File: src/rtl/rl_pkg.sv
// rl_pkg: shared widths, FSM encoding and helpers for the greedy action
// selection controller.
// No ports. Provides DATA_W/ADDR_W/N_ACT, state/action field widths,
// the FSM state enum, the signed Q-value type and the RAM address builder.
package rl_pkg;

  localparam int DATA_W  = 16;
  localparam int ADDR_W  = 6;
  localparam int N_ACT   = 4;
  localparam int STATE_W = 4;
  localparam int ACT_W   = 2;

  typedef logic signed [DATA_W-1:0] qval_t;

  typedef enum logic [1:0] {
    ST_IDLE  = 2'd0,
    ST_SCAN  = 2'd1,
    ST_DRAIN = 2'd2,
    ST_DONE  = 2'd3
  } fsm_state_e;

  // Action RAM address is {state, action}.
  function automatic logic [ADDR_W-1:0] make_addr(input logic [STATE_W-1:0] st,
                                                  input logic [ACT_W-1:0]   act);
    return {st, act};
  endfunction

endpackage

File: src/rtl/action_select_ctrl_if.sv
// action_select_ctrl_if: bundles the select handshake, the Q-update write
// port and the action RAM port of the controller.
// master: requester side (drives sel_req/sel_state and upd_*).
// slave : controller side (answers the handshakes, drives the RAM port,
//         consumes ram_data_out).
interface action_select_ctrl_if;
  import rl_pkg::*;

  logic                 sel_req;
  logic [STATE_W-1:0]   sel_state;
  logic                 sel_ready;
  logic                 sel_done;
  logic [ACT_W-1:0]     sel_action;
  qval_t                sel_value;

  logic                 upd_valid;
  logic [ADDR_W-1:0]    upd_addr;
  qval_t                upd_data;
  logic                 upd_ready;

  logic                 ram_en;
  logic                 ram_write_en;
  logic [ADDR_W-1:0]    ram_wr_addr;
  logic [ADDR_W-1:0]    ram_rd_addr;
  qval_t                ram_data_in;
  qval_t                ram_data_out;

  modport master (
    output sel_req, sel_state, upd_valid, upd_addr, upd_data,
    input  sel_ready, sel_done, sel_action, sel_value, upd_ready
  );

  modport slave (
    input  sel_req, sel_state, upd_valid, upd_addr, upd_data, ram_data_out,
    output sel_ready, sel_done, sel_action, sel_value, upd_ready,
           ram_en, ram_write_en, ram_wr_addr, ram_rd_addr, ram_data_in
  );
endinterface

File: src/rtl/action_argmax.sv
// action_argmax: running signed argmax over a stream of (value, index).
// Ports: clk, rst (sync, active-high); cmp_en_i qualifies a candidate,
// first_i forces an unconditional load, cand_val_i/cand_idx_i the candidate;
// best_val_nxt_o/best_idx_nxt_o give the best including this cycle's candidate.
module action_argmax
  import rl_pkg::*;
(
  input  logic             clk,
  input  logic             rst,
  input  logic             cmp_en_i,
  input  logic             first_i,
  input  qval_t            cand_val_i,
  input  logic [ACT_W-1:0] cand_idx_i,
  output qval_t            best_val_nxt_o,
  output logic [ACT_W-1:0] best_idx_nxt_o
);

  qval_t            best_val_q, best_val_d;
  logic [ACT_W-1:0] best_idx_q, best_idx_d;

  // Strictly-greater replace keeps the lowest index on ties.
  always_comb begin
    best_val_d = best_val_q;
    best_idx_d = best_idx_q;
    if (cmp_en_i && (first_i || (cand_val_i > best_val_q))) begin
      best_val_d = cand_val_i;
      best_idx_d = cand_idx_i;
    end else begin
      best_val_d = best_val_q;
      best_idx_d = best_idx_q;
    end
  end

  // Best value/index registers.
  always_ff @(posedge clk) begin
    if (rst) begin
      best_val_q <= '0;
      best_idx_q <= '0;
    end else begin
      best_val_q <= best_val_d;
      best_idx_q <= best_idx_d;
    end
  end

  assign best_val_nxt_o = best_val_d;
  assign best_idx_nxt_o = best_idx_d;

endmodule

File: src/rtl/action_select_ctrl.sv
// action_select_ctrl: finds the greedy (argmax) action of a state by reading
// its N_ACT action values from an external synchronous RAM, while letting
// Q-update writes through unless they target the state being scanned.
// Ports: clk, rst (sync, active-high), bus (slave modport: select handshake,
// update write port, action RAM port).
module action_select_ctrl
  import rl_pkg::*;
(
  input  logic                  clk,
  input  logic                  rst,
  action_select_ctrl_if.slave   bus
);

  fsm_state_e        state_q, state_d;
  logic [ACT_W-1:0]  k_q, k_d;
  logic [STATE_W-1:0] lat_q, lat_d;
  logic              cmp_vld_q, cmp_vld_d;
  logic [ACT_W-1:0]  cmp_idx_q, cmp_idx_d;
  logic [ACT_W-1:0]  act_q, act_d;
  qval_t             val_q, val_d;

  logic              wr_blocked_s, wr_go_s, sel_ready_s, sel_go_s;
  logic [ACT_W-1:0]  best_idx_nxt_s;
  qval_t             best_val_nxt_s;

  // Handshake arbitration: a write in IDLE takes priority over a search.
  always_comb begin
    wr_blocked_s = (state_q != ST_IDLE) && (bus.upd_addr[ADDR_W-1:ACT_W] == lat_q);
    wr_go_s      = !rst && bus.upd_valid && !wr_blocked_s;
    sel_ready_s  = !rst && (state_q == ST_IDLE) && !wr_go_s;
    sel_go_s     = sel_ready_s && bus.sel_req;
  end

  // FSM state register.
  always_ff @(posedge clk) begin
    if (rst) begin
      state_q <= ST_IDLE;
    end else begin
      state_q <= state_d;
    end
  end

  // FSM next-state logic.
  always_comb begin
    state_d = state_q;
    case (state_q)
      ST_IDLE: begin
        if (sel_go_s) state_d = ST_SCAN;
        else          state_d = ST_IDLE;
      end
      ST_SCAN: begin
        if (k_q == ACT_W'(N_ACT - 1)) state_d = ST_DRAIN;
        else                          state_d = ST_SCAN;
      end
      ST_DRAIN: state_d = ST_DONE;
      ST_DONE:  state_d = ST_IDLE;
      default:  state_d = ST_IDLE;
    endcase
  end

  // Datapath next values: scan counter, latched state, read-return tracking
  // (RAM data lags the address by one cycle) and the result registers.
  always_comb begin
    k_d       = (state_q == ST_SCAN) ? (k_q + 2'd1) : 2'd0;
    lat_d     = sel_go_s ? bus.sel_state : lat_q;
    cmp_vld_d = (state_q == ST_SCAN);
    cmp_idx_d = k_q;
    if (state_q == ST_DRAIN) begin
      // Final compare happens this cycle, so take the argmax's next value.
      act_d = best_idx_nxt_s;
      val_d = best_val_nxt_s;
    end else begin
      act_d = act_q;
      val_d = val_q;
    end
  end

  // Datapath registers.
  always_ff @(posedge clk) begin
    if (rst) begin
      k_q       <= '0;
      lat_q     <= '0;
      cmp_vld_q <= 1'b0;
      cmp_idx_q <= '0;
      act_q     <= '0;
      val_q     <= '0;
    end else begin
      k_q       <= k_d;
      lat_q     <= lat_d;
      cmp_vld_q <= cmp_vld_d;
      cmp_idx_q <= cmp_idx_d;
      act_q     <= act_d;
      val_q     <= val_d;
    end
  end

  action_argmax u_argmax (
    .clk            (clk),
    .rst            (rst),
    .cmp_en_i       (cmp_vld_q),
    .first_i        (cmp_idx_q == 2'd0),
    .cand_val_i     (bus.ram_data_out),
    .cand_idx_i     (cmp_idx_q),
    .best_val_nxt_o (best_val_nxt_s),
    .best_idx_nxt_o (best_idx_nxt_s)
  );

  // FSM / port outputs.
  always_comb begin
    bus.sel_ready    = sel_ready_s;
    bus.sel_done     = !rst && (state_q == ST_DONE);
    bus.sel_action   = act_q;
    bus.sel_value    = val_q;
    bus.upd_ready    = wr_go_s;
    bus.ram_en       = !rst;
    bus.ram_write_en = wr_go_s;
    if (wr_go_s) begin
      bus.ram_wr_addr = bus.upd_addr;
      bus.ram_data_in = bus.upd_data;
    end else begin
      bus.ram_wr_addr = '0;
      bus.ram_data_in = '0;
    end
    if (!rst && (state_q == ST_SCAN)) bus.ram_rd_addr = make_addr(lat_q, k_q);
    else                              bus.ram_rd_addr = '0;
  end

endmodule

File: src/flat_wrapper.sv
// flat-port wrapper written by rule: the top's interface ports become plain ports
module action_select_ctrl_flat import rl_pkg::*;
  (clk, rst, bus_sel_req, bus_sel_state, bus_upd_valid, bus_upd_addr, bus_upd_data, bus_ram_data_out, bus_sel_ready, bus_sel_done, bus_sel_action, bus_sel_value, bus_upd_ready, bus_ram_en, bus_ram_write_en, bus_ram_wr_addr, bus_ram_rd_addr, bus_ram_data_in);
  action_select_ctrl_if bus_i ();
  input  logic clk;
  input  logic rst;
  input wire logic [$bits(bus_i.sel_req)-1:0] bus_sel_req;
  input wire logic [$bits(bus_i.sel_state)-1:0] bus_sel_state;
  input wire logic [$bits(bus_i.upd_valid)-1:0] bus_upd_valid;
  input wire logic [$bits(bus_i.upd_addr)-1:0] bus_upd_addr;
  input wire logic [$bits(bus_i.upd_data)-1:0] bus_upd_data;
  input wire logic [$bits(bus_i.ram_data_out)-1:0] bus_ram_data_out;
  output wire logic [$bits(bus_i.sel_ready)-1:0] bus_sel_ready;
  output wire logic [$bits(bus_i.sel_done)-1:0] bus_sel_done;
  output wire logic [$bits(bus_i.sel_action)-1:0] bus_sel_action;
  output wire logic [$bits(bus_i.sel_value)-1:0] bus_sel_value;
  output wire logic [$bits(bus_i.upd_ready)-1:0] bus_upd_ready;
  output wire logic [$bits(bus_i.ram_en)-1:0] bus_ram_en;
  output wire logic [$bits(bus_i.ram_write_en)-1:0] bus_ram_write_en;
  output wire logic [$bits(bus_i.ram_wr_addr)-1:0] bus_ram_wr_addr;
  output wire logic [$bits(bus_i.ram_rd_addr)-1:0] bus_ram_rd_addr;
  output wire logic [$bits(bus_i.ram_data_in)-1:0] bus_ram_data_in;
  assign bus_i.sel_req = bus_sel_req;
  assign bus_i.sel_state = bus_sel_state;
  assign bus_i.upd_valid = bus_upd_valid;
  assign bus_i.upd_addr = bus_upd_addr;
  assign bus_i.upd_data = bus_upd_data;
  assign bus_i.ram_data_out = bus_ram_data_out;
  assign bus_sel_ready = bus_i.sel_ready;
  assign bus_sel_done = bus_i.sel_done;
  assign bus_sel_action = bus_i.sel_action;
  assign bus_sel_value = bus_i.sel_value;
  assign bus_upd_ready = bus_i.upd_ready;
  assign bus_ram_en = bus_i.ram_en;
  assign bus_ram_write_en = bus_i.ram_write_en;
  assign bus_ram_wr_addr = bus_i.ram_wr_addr;
  assign bus_ram_rd_addr = bus_i.ram_rd_addr;
  assign bus_ram_data_in = bus_i.ram_data_in;
  action_select_ctrl u_core (.clk(clk), .rst(rst), .bus(bus_i));
endmodule
File: config.mk
export PLATFORM = sky130hd
export DESIGN_NAME = action_select_ctrl_flat
export DESIGN_NICKNAME = d
export VERILOG_FILES = /design/src/rtl/rl_pkg.sv /design/src/rtl/action_select_ctrl_if.sv /design/src/rtl/action_argmax.sv /design/src/rtl/action_select_ctrl.sv /design/src/flat_wrapper.sv
export SDC_FILE = /design/constraint.sdc
export NUM_CORES = 1
export LEC_CHECK = 0
export CORE_ASPECT_RATIO = 0.75
export CORE_UTILIZATION = 43
export DETAILED_ROUTE_END_ITERATION = 8
export PLACE_DENSITY = 0.89
export SETUP_SLACK_MARGIN = 0.3
export SYNTH_ARGS = -nofsm -noshare
export SYNTH_HDL_FRONTEND = slang
export SYNTH_SLANG_ARGS = --single-unit
File: constraint.sdc
create_clock -name clk -period 3.8 [get_ports clk]
set_input_delay 1.14 -clock clk [delete_from_list [all_inputs] [get_ports clk]]
set_output_delay 1.14 -clock clk [all_outputs]
set_load 0.02 [all_outputs]
-- Word-level counts from Yosys, hierarchy flattened
Cells that the tools add are included.
- add/sub/neg operators: 1
- order comparisons: 1
- equality and inequality tests: 5
- multiplexer cells: 8
- bitwise logic cells: 1
- reduce and logical (&&, ||, !) cells: 17
- operators with widths (kind ; count):
    $mux 16 ; 2
    $gt 16x16->1 ; 1
    $mux 6 ; 2
    $logic_and 1x1->1 ; 9
    $pmux 2 s4 ; 1
    $eq 2x2->1 const B ; 3
    $eq 4x4->1 ; 1
    $logic_not 2->1 ; 2
    $mux 2 ; 2
    $logic_not 1->1 ; 3
    $add 2x1->2 const B ; 1
    $eq 2x1->1 const B ; 1
    $reduce_bool 2->1 ; 1
    $reduce_or 2->1 ; 1
    $logic_or 1x1->1 ; 1
    $mux 1 ; 1
    $not 1->1 ; 1
- register bits after elaboration: 47
- input bits: 46
- output and inout bits: 51
- logic and storage cells: 42

-- Logic depth before layout (Yosys ltp)
Gate-level depths: netlist (run 1).
- depth after elaboration: 9
- mapped depth: 10
- gate-level depth less buffers: 8

-- By module
From an unflattened synthesis (run 1), not the netlist that was laid out.
- cell total of the unflattened synthesis: 351
- area, all modules: 2945.3 um^2
- by module, submodules not included (module ; instances ; cells each ; area each (um^2) ; seq. area each (um^2)):
    action_select_ctrl ; 1 ; 192 ; 1488.9 ; 580.6
    action_argmax ; 1 ; 159 ; 1456.4 ; 360.3

-- Worst setup path after synthesis (run 1)
Ideal clock, no wire load.
- kind: input -> output
- start point: input bus_upd_addr[4]
- end point: output bus_ram_data_in[10]
- arrival time: 2184 ps
- data required time: 2660 ps
- setup slack: 476 ps
- stages on the path: 5
- buffers on the path: 1
- cells stage by stage: xnor2_1 nand3_1 o311a_1 clkbuf_1 and2_1
- cells in the longest elaborated chain, start to end: 5
- RTL lines (item ; line ; source):
    start, declared ; flat_wrapper.sv:10 ; input wire logic [$bits(bus_i.upd_addr)-1:0] bus_upd_addr;
    $eq 4x4->1 ; action_select_ctrl.sv:28 ; wr_blocked_s = (state_q != ST_IDLE) && (bus.upd_addr[ADDR_W-1:ACT_W] == lat_q);
    $logic_and 1x1->1 ; action_select_ctrl.sv:28 ;
    $logic_not 1->1 ; action_select_ctrl.sv:29 ; wr_go_s = !rst && bus.upd_valid && !wr_blocked_s;
    $logic_and 1x1->1 ; action_select_ctrl.sv:29 ;
    via bus_ram_write_en ; flat_wrapper.sv:19 ; output wire logic [$bits(bus_i.ram_write_en)-1:0] bus_ram_write_en;
    $mux 16 ; action_select_ctrl.sv:117 ; if (wr_go_s) begin
    end, declared ; flat_wrapper.sv:22 ; output wire logic [$bits(bus_i.ram_data_in)-1:0] bus_ram_data_in;
The timed path passes the listed nets, and every way through them passes these cells.

-- Worst setup path in the final report (run 1)
- start point: input rst
- end point: output bus_sel_ready
- cells in the longest elaborated chain, start to end: 5
- elaborated cells on any way between the ends: 6
- those cells by class: reduce/logical: 6
- RTL lines (item ; line ; source):
    start, declared ; flat_wrapper.sv:6 ; input logic rst;
    $logic_not 1->1 (*) ; action_select_ctrl.sv:29, action_select_ctrl.sv:30 ;
    $logic_and 1x1->1 (2 in series) ; action_select_ctrl.sv:29 ;
    $logic_not 1->1 ; action_select_ctrl.sv:30 ; sel_ready_s = !rst && (state_q == ST_IDLE) && !wr_go_s;
    $logic_and 1x1->1 (*) ; action_select_ctrl.sv:30 ;
    end, declared ; flat_wrapper.sv:13 ; output wire logic [$bits(bus_i.sel_ready)-1:0] bus_sel_ready;
Mark *: on every way between the ends. The rest lies on a longest branch, timed or not.

==> summary.txt, run 1 <==
Power and ir drop
  – Worst VDD drop: around 0.18 mV
  – Tot Pwr: 1050 uW
  – Pleak: ~0.0016 uW
  – Pwr/cell area: roughly 280 mW/mm2

Clock network
  – Clk root buf: clkbuf_8
  – Clock buffer count from CTS: 5
  – Worst-path clk slew: 100 ps
  – Clock buffer depth: 2
  – CTS tree: built
  – CTS sink cnt: 47
  – Skew-Pair Late Insertion Delay: roughly 320 ps
  – # H-tree levels: 2

Timing
  – Slew HR: about an eighth
  – Post-layout min period: roughly 3600 ps
  – RSZ-0062 raised after global routing: yes
  – Hold Vio Cnt, Final: 0
  – Fin. max-slew vios: 0
  – Fin crit share: roughly 94%
  – Max Freq: roughly 280 MHz
  – # setup viols final: 0
  – Worst-margin pin slew: ~1300 ps
  – PnR worst setup slack: 226 ps
  – Clk_skew: approximately 12 ps

Floorplan
  – Chip Width: approximately 87 um
  – Row Count: 22
  – Initial Util: roughly 46%
  – Chip Height: approximately 65 um
  – Die ar.: about 0.0057 mm2
  – Core box area: between 0.005 and 0.006 mm2
  – IO Count: 97

Detailed routing
  – Vias per cell: ~5.4
  – DR vias: ~2400
  – Routed Antenna Nets: 0
  – Wire length per cell: 18.7 um
  – Final wirelength: roughly 8300 um
  – Remaining DRCs: 0
  – DR pass1 iterations: 4
  – Initial DRC count: 220

Global routing
  – Total GRT Usage: around 28%
  – Global-route wire length before repair: roughly 12000 um
  – Vias in the first global route: between 2000 and 2500
  – Largest net degree at the start of global routing: 39
  – Initial antenna violation count: 0
  – GRT overflow: 0

Synth
  – Register bit total from synthesis: 47
  – Sequential area share after synthesis: slightly above 40%
  – Number of synthesized flops with an enable pin: 0
  – Synth cell types: 33
  – Post-Syn Area: 0.00231 mm2
  – Avg Cell Area, Syn: just under 9 um2
  – Synth async-reset ratio: 0%
  – Post-synth top flop: dfxtp_1
  – Post-synth top area cell: dfxtp_1
  – Syn Nets: between 300 and 400
  – Cells after synthesis: between 200 and 300
  – YS warnings: 0
  – Yosys top cell area share: approximately 41%
  – Synth area leaders: dfxtp_1 (41%), ha_1 (9.2%), mux2i_1 (6.9%)

Placement
  – Hpwl dp: ~4600 um
  – GPL Wtd Cong: 0.779
  – DP Area: ~0.0034 mm2
  – Port Buffers: between 90 and 100
  – DP Worst Slack: -543 ps

Status
  – Status: finished clean

Cells and area
  – Area delta synth->final: 65.2%
  – Filler Cells Inserted: around 320
  – ANT cells: 0
  – Share of cells above drive strength 1: 29.8%
  – Nets: approximately 430
  – Design area: about 0.0038 mm2
  – Commonest non-fill, non-tap cell in the layout: dfxtp_1
  – Most frequent cells in the layout: dfxtp_1 (47), clkdlybuf4s50_1 (43), a21oi_1 (26)

Setup path
  – CP peak stage delay: around 380 ps
  – Largest delay share family, worst path: buffers and inverters
  – Worst reg2reg setup slack: 1000 ps
  – Setup CP Type: in2out
  – RR Startpoint: u_core.u_argmax.best_val_q[15]
  – Origin of the worst setup path: rst
  – Worst R2R Path Depth: 13
  – Crit Reg-Reg Endpoint: u_core.bus.sel_action[0]
  – Crit path required time: between 2000 and 3000 ps
  – CP endpoint kind: output pin
  – Critical path cell sequence: dlygate4sd2_1 -> buf_12 -> nor4_1 -> buf_4 -> clkdlybuf4s15_2
  – Crit-path slowest cell: nor4_1
  – CP startpoint kind: input port
  – Worst setup path endpoint: bus_sel_ready
  – CP Max Fanout: 23
  – Crit path buf inv count: 4
  – CP arrival: about 2400 ps
  – Crit. path cell count: 5

Min path
  – HP Class: reg2reg
  – Min-Delay Path Depth: 1

Flow run
  – Max-cap violations: 0
## worst register-to-register path, cell delays in order (launching register included)
cell and delay, ps:
dfxtp_1 380, inv_1 90, ha_4 290, nand4_1 130, or4_4 570, buf_4 160
o21ai_1 140, buf_4 140, a311oi_4 40, buf_6 180, buf_4 130, buf_4 130
nand2b_1 160, a31oi_1 200
## where the power goes
group	switching (uW)	total [uW]	internal, uW
clock	192	324	132
combinational	103	220	117
sequential	8.57	509	500
total	303	1050	749
## layer usage
metal  wire length, um  track usage, %
met1              3320            34.5
met2              4140            48.0
met5                 0               0
met3               517            6.03
met4               323            12.7
## repair_timing
| action | in CTS | in global routing |
|---|---|---|
| hold buffers | 0 | 0 |
| buffers inserted | 1 | 3 |
| endpoints found under the hold margin | 0 | 0 |
| cloned | 3 | 0 |
| setup endpoints to repair | 58 | 62 |
| resized for setup | 191 | 35 |
| pin swaps | 29 | 13 |
## how the worst min path moves through the flow
stage / from / end
6_report: u_core.cmp_idx_d[0] / u_core.cmp_idx_d[0]
5_1_grt: u_core.cmp_idx_d[0] / u_core.cmp_idx_d[0]
4_1_cts: u_core.cmp_idx_d[0] / u_core.cmp_idx_d[0]
3_5_place_dp: u_core.cmp_idx_d[0] / u_core.cmp_idx_d[0]
3_3_place_gp: u_core.cmp_idx_d[0] / u_core.cmp_idx_d[0]
2_1_floorplan: u_core.cmp_idx_d[0] / u_core.cmp_idx_d[0]
## per-stage QoR
stage	utilization (%)	cells	hold WS, ps	TNS, ps
after floorplan	-	259	426	0
after global placement	68.1	429	450	-12930
after detailed placement	68.1	429	463	-15040
after CTS	73.8	441	479	0
after global routing	75.7	444	499	0
final	75.7	444	490	0
## flip-flops by register name, summed over array words and instances (netlist names), named ones only
| register | count |
|---|---|
| u_core.u_argmax.best_val_q | 16 |
| u_core.u_argmax.best_idx_q | 2 |
| u_core.cmp_idx_d | 2 |
| u_core.cmp_vld_q | 1 |
| u_core.bus.sel_value | 16 |
| u_core.lat_q | 4 |
| u_core.cmp_idx_q | 2 |
| u_core.state_q | 1 |
| u_core.bus.sel_action | 2 |
## Yosys cell counts (2+ instances only)
cell / count
and3_1: 11
inv_1: 18
nand3_1: 5
xnor2_1: 3
o21ai_0: 20
clkbuf_1: 12
mux2i_1: 16
dfxtp_1: 47
nand4_1: 5
and2_1: 24
nor2_1: 21
a31o_2: 4
ha_1: 17
nor2b_1: 7
nand2b_1: 3
a21oi_1: 26
a31oi_1: 2
nand2_1: 3
## cell families after synthesis
group,count (synthesis),synth area share (%)
adders and majority gates,17,9.21
and+or+nand+nor,83,19.8
DFF,47,40.8
muxes,16,6.94
xor gates and xnor gates,4,1.52
buffers and inverters,33,6.56
AOI/OAI and AO/OA,59,15.2
## layout make-up
type | count | area, um2 | share of cell area, %
Clock buffer | 5 | 68.8 | 1.80
Clock inverter | 3 | 25.0 | 0.656
Inverter | 18 | 67.6 | 1.77
Multi-Input combinational cell | 182 | 1540 | 40.3
Sequential cell | 47 | 941 | 24.7
Timing Repair Buffer | 117 | 1090 | 28.5
Tap cell | 72 | 90.1 | 2.36
(Power assumes the default switching activity.)
==> inputs of run 2 (changes only) <==
--- a/config.mk
+++ b/config.mk
@@ -9,6 +9,7 @@
 export CORE_UTILIZATION = 43
 export DETAILED_ROUTE_END_ITERATION = 8
 export PLACE_DENSITY = 0.89
+export REMOVE_ABC_BUFFERS = 1
 export SETUP_SLACK_MARGIN = 0.3
 export SYNTH_ARGS = -nofsm -noshare
 export SYNTH_HDL_FRONTEND = slang
==> constraint.sdc (replaced) <==
create_clock -name clk -period 3.8 [get_ports clk]
set_input_delay 1.14 -clock clk [delete_from_list [all_inputs] [get_ports clk]]
set_output_delay 1.14 -clock clk [all_outputs]
set_load 0.01 [all_outputs]
==> run 2 against run 1 <==
Net effect:
- combinational power shrank 7%
- count of clock-buffer cells in the layout is the same
- routed wire length shrank 12%
- sequential share of layout area shrank 0.14 points
- non-clock buffer count grew 3
- final cell count is the same
- final area grew 0.59%
- critical path type unchanged
- highest routed layer unchanged
==> summary.txt, run 2 (same netlist as run 1, synthesis figures left out) <==
Setup path
  – Crit path required time: 2660 ps
  – Crit-path slowest cell: clkdlybuf4s50_1
  – CP endpoint kind: output pin
  – CP arrival: 2320 ps
  – CP startpoint kind: input port
  – CP peak stage delay: 520 ps
  – Crit path buf inv count: 3
  – CP Max Fanout: 6
  – Critical path cell sequence: clkdlybuf4s50_1 -> o311a_4 -> buf_6 -> dlygate4sd2_1
  – Setup CP Type: in2out
  – Largest delay share family, worst path: buffers and inverters

Global routing
  – Initial antenna violation count: 0
  – Global route hottest layer: met2
  – Largest net degree at the start of global routing: 21
  – Global-route wire length before repair: ~11000 um
  – Grt met2 use: 45.6%
  – Vias in the first global route: between 2000 and 2500
  – GRT overflow: 0
  – GRT met1 Usage: a little under a third
  – Total GRT Usage: 24.9%
  – Met3 Use GR: under 10%

Power and ir drop
  – Pwr/cell area: between 200 and 300 mW/mm2
  – Pleak: ~0.0017 uW
  – Worst VDD drop: 0.251 mV

Clock network
  – Clk root buf: clkbuf_8
  – Worst-path clk slew: roughly 90 ps
  – Skew-Pair Late Insertion Delay: 310 ps
  – Clock buffer count from CTS: 5
  – # hold bufs at CTS: 0
  – CTS tree: built
  – # H-tree levels: 2
  – CTS sink cnt: 47
  – Clock buffer depth: 2

Timing
  – Clk_skew: around 12 ps
  – Worst-margin pin slew: 705 ps
  – RSZ-0062 raised after global routing: yes
  – Hold Vio Cnt, Final: 0
  – Fin crit share: 91.1%
  – Fin. max-slew vios: 0
  – # setup viols final: 0
  – PnR worst setup slack: between 300 and 400 ps
  – Max Freq: roughly 290 MHz
  – Slew HR: between 50% and 60%
  – Post-layout min period: ~3500 ps
  – Final Hold Slack: 462 ps

Cells and area
  – Filler Cells Inserted: between 300 and 400
  – Nets: 434
  – Most frequent cells in the layout: dfxtp_1 (47), clkdlybuf4s50_1 (45), a21oi_1 (26)
  – Share of cells above drive strength 1: between 20% and 30%
  – ANT cells: 0
  – Final Non-Filler Cells: between 400 and 500
  – Area delta synth->final: 66.2%
  – Commonest non-fill, non-tap cell in the layout: dfxtp_1

Detailed routing
  – Initial DRC count: 72
  – Routed Antenna Nets: 0
  – Remaining DRCs: 0
  – DR pass1 iterations: 5
  – Final wirelength: 7270 um
  – Vias per cell: between 5 and 6
  – DR vias: between 2000 and 2500
  – Wire length per cell: between 15 and 20 um

Status
  – Status: finished clean

Placement
  – GPL Wtd Cong: around 0.83
  – Placed insts: ~430
  – DP Worst Slack: -392 ps
  – Hpwl dp: 4700 um
  – Port Buffers: 96

Floorplan
  – Chip Width: 86.6 um
  – Die ar.: between 0.005 and 0.006 mm2
  – Initial Util: 45.8%
  – Row Count: 22
  – Core box area: between 0.005 and 0.006 mm2
  – IO Count: 97
  – Chip Height: approximately 65 um

Flow run
  – Max-cap violations: 0

Min path
  – HP Class: reg2reg
-- run 2: changes by cell type in the layout (fill, tap and decap cells not counted), sizes merged, moves of 2 or more --
cell	delta
clkdlybuf4s15	-2
buf	+2
dlymetal6s2s	+6
o311a	-3
clkdlybuf4s50	+2
dlygate4sd2	-6
-- run 2: timing repair --
action                                 in CTS  in global routing
setup buffers                               1                  0
cloned                                      2                  1
endpoints found under the hold margin       0                  0
setup endpoints to repair                  54                 62
pin swaps                                  18                 10
gates resized for setup                   154                 41
-- run 2: worst paths after layout --
kind | slack [ps] | endpoint | start | cells past startpoint
max | 340 | bus_ram_write_en | bus_upd_valid | 4
max reg2reg | 940 | u_core.bus.sel_value[9] | u_core.u_argmax.best_val_q[10] | 9
min | 460 | u_core.cmp_idx_d[0] | u_core.cmp_idx_d[0] | 1
min reg2reg | 460 | u_core.cmp_idx_d[0] | u_core.cmp_idx_d[0] | 1
-- run 2: per-layer routing --
layer  routed length, um  part of all wire [%]  up-vias
met5                   0                     0        -
met4                 150                   2.1        0
li1                    -                     -     1112
met2                3680                    51       67
met1                3140                    43     1082
met3                 298                   4.1       16
-- run 2: through the flow --
step                setup TNS [ps]  area (um2)  power [uW]  util, %
finish                           0        3840        1090     76.2
global route                     0        3840        1130     76.2
CTS                              0        3640        1070     72.3
detailed placement           -8730        3450         690     68.5
global placement             -6600        3450         684     68.5
floorplan                    -5920        2220         580        -
-- run 2: power breakdown --
part / internal (uW) / switching (uW) / leakage (uW)
clock network: 200 / 182 / 0.0000587
registers: 500 / 7.66 / 0.000380
logic: 116 / 88.3 / 0.00123
-- run 2: area by class of cell --
class | count | area [um2] | share of cell area (%)
Clock buffer | 5 | 68.8 | 1.79
Clock inverter | 3 | 47.5 | 1.24
Inverter | 18 | 67.6 | 1.76
Multi-Input combinational cell | 179 | 1500 | 39.2
Sequential cell | 47 | 941 | 24.5
Tap cell | 72 | 90.1 | 2.35
Timing Repair Buffer | 120 | 1120 | 29.1
==> inputs of run 3 (changes only) <==
--- a/config.mk
+++ b/config.mk
@@ -5,6 +5,7 @@
 export SDC_FILE = /design/constraint.sdc
 export NUM_CORES = 1
 export LEC_CHECK = 0
+export ABC_CLOCK_PERIOD_IN_PS = 3800
 export CORE_ASPECT_RATIO = 0.75
 export CORE_UTILIZATION = 43
 export DETAILED_ROUTE_END_ITERATION = 8
==> results of run 3 <==
No change in the layout: final DEF, timing and power equal those of run 2.
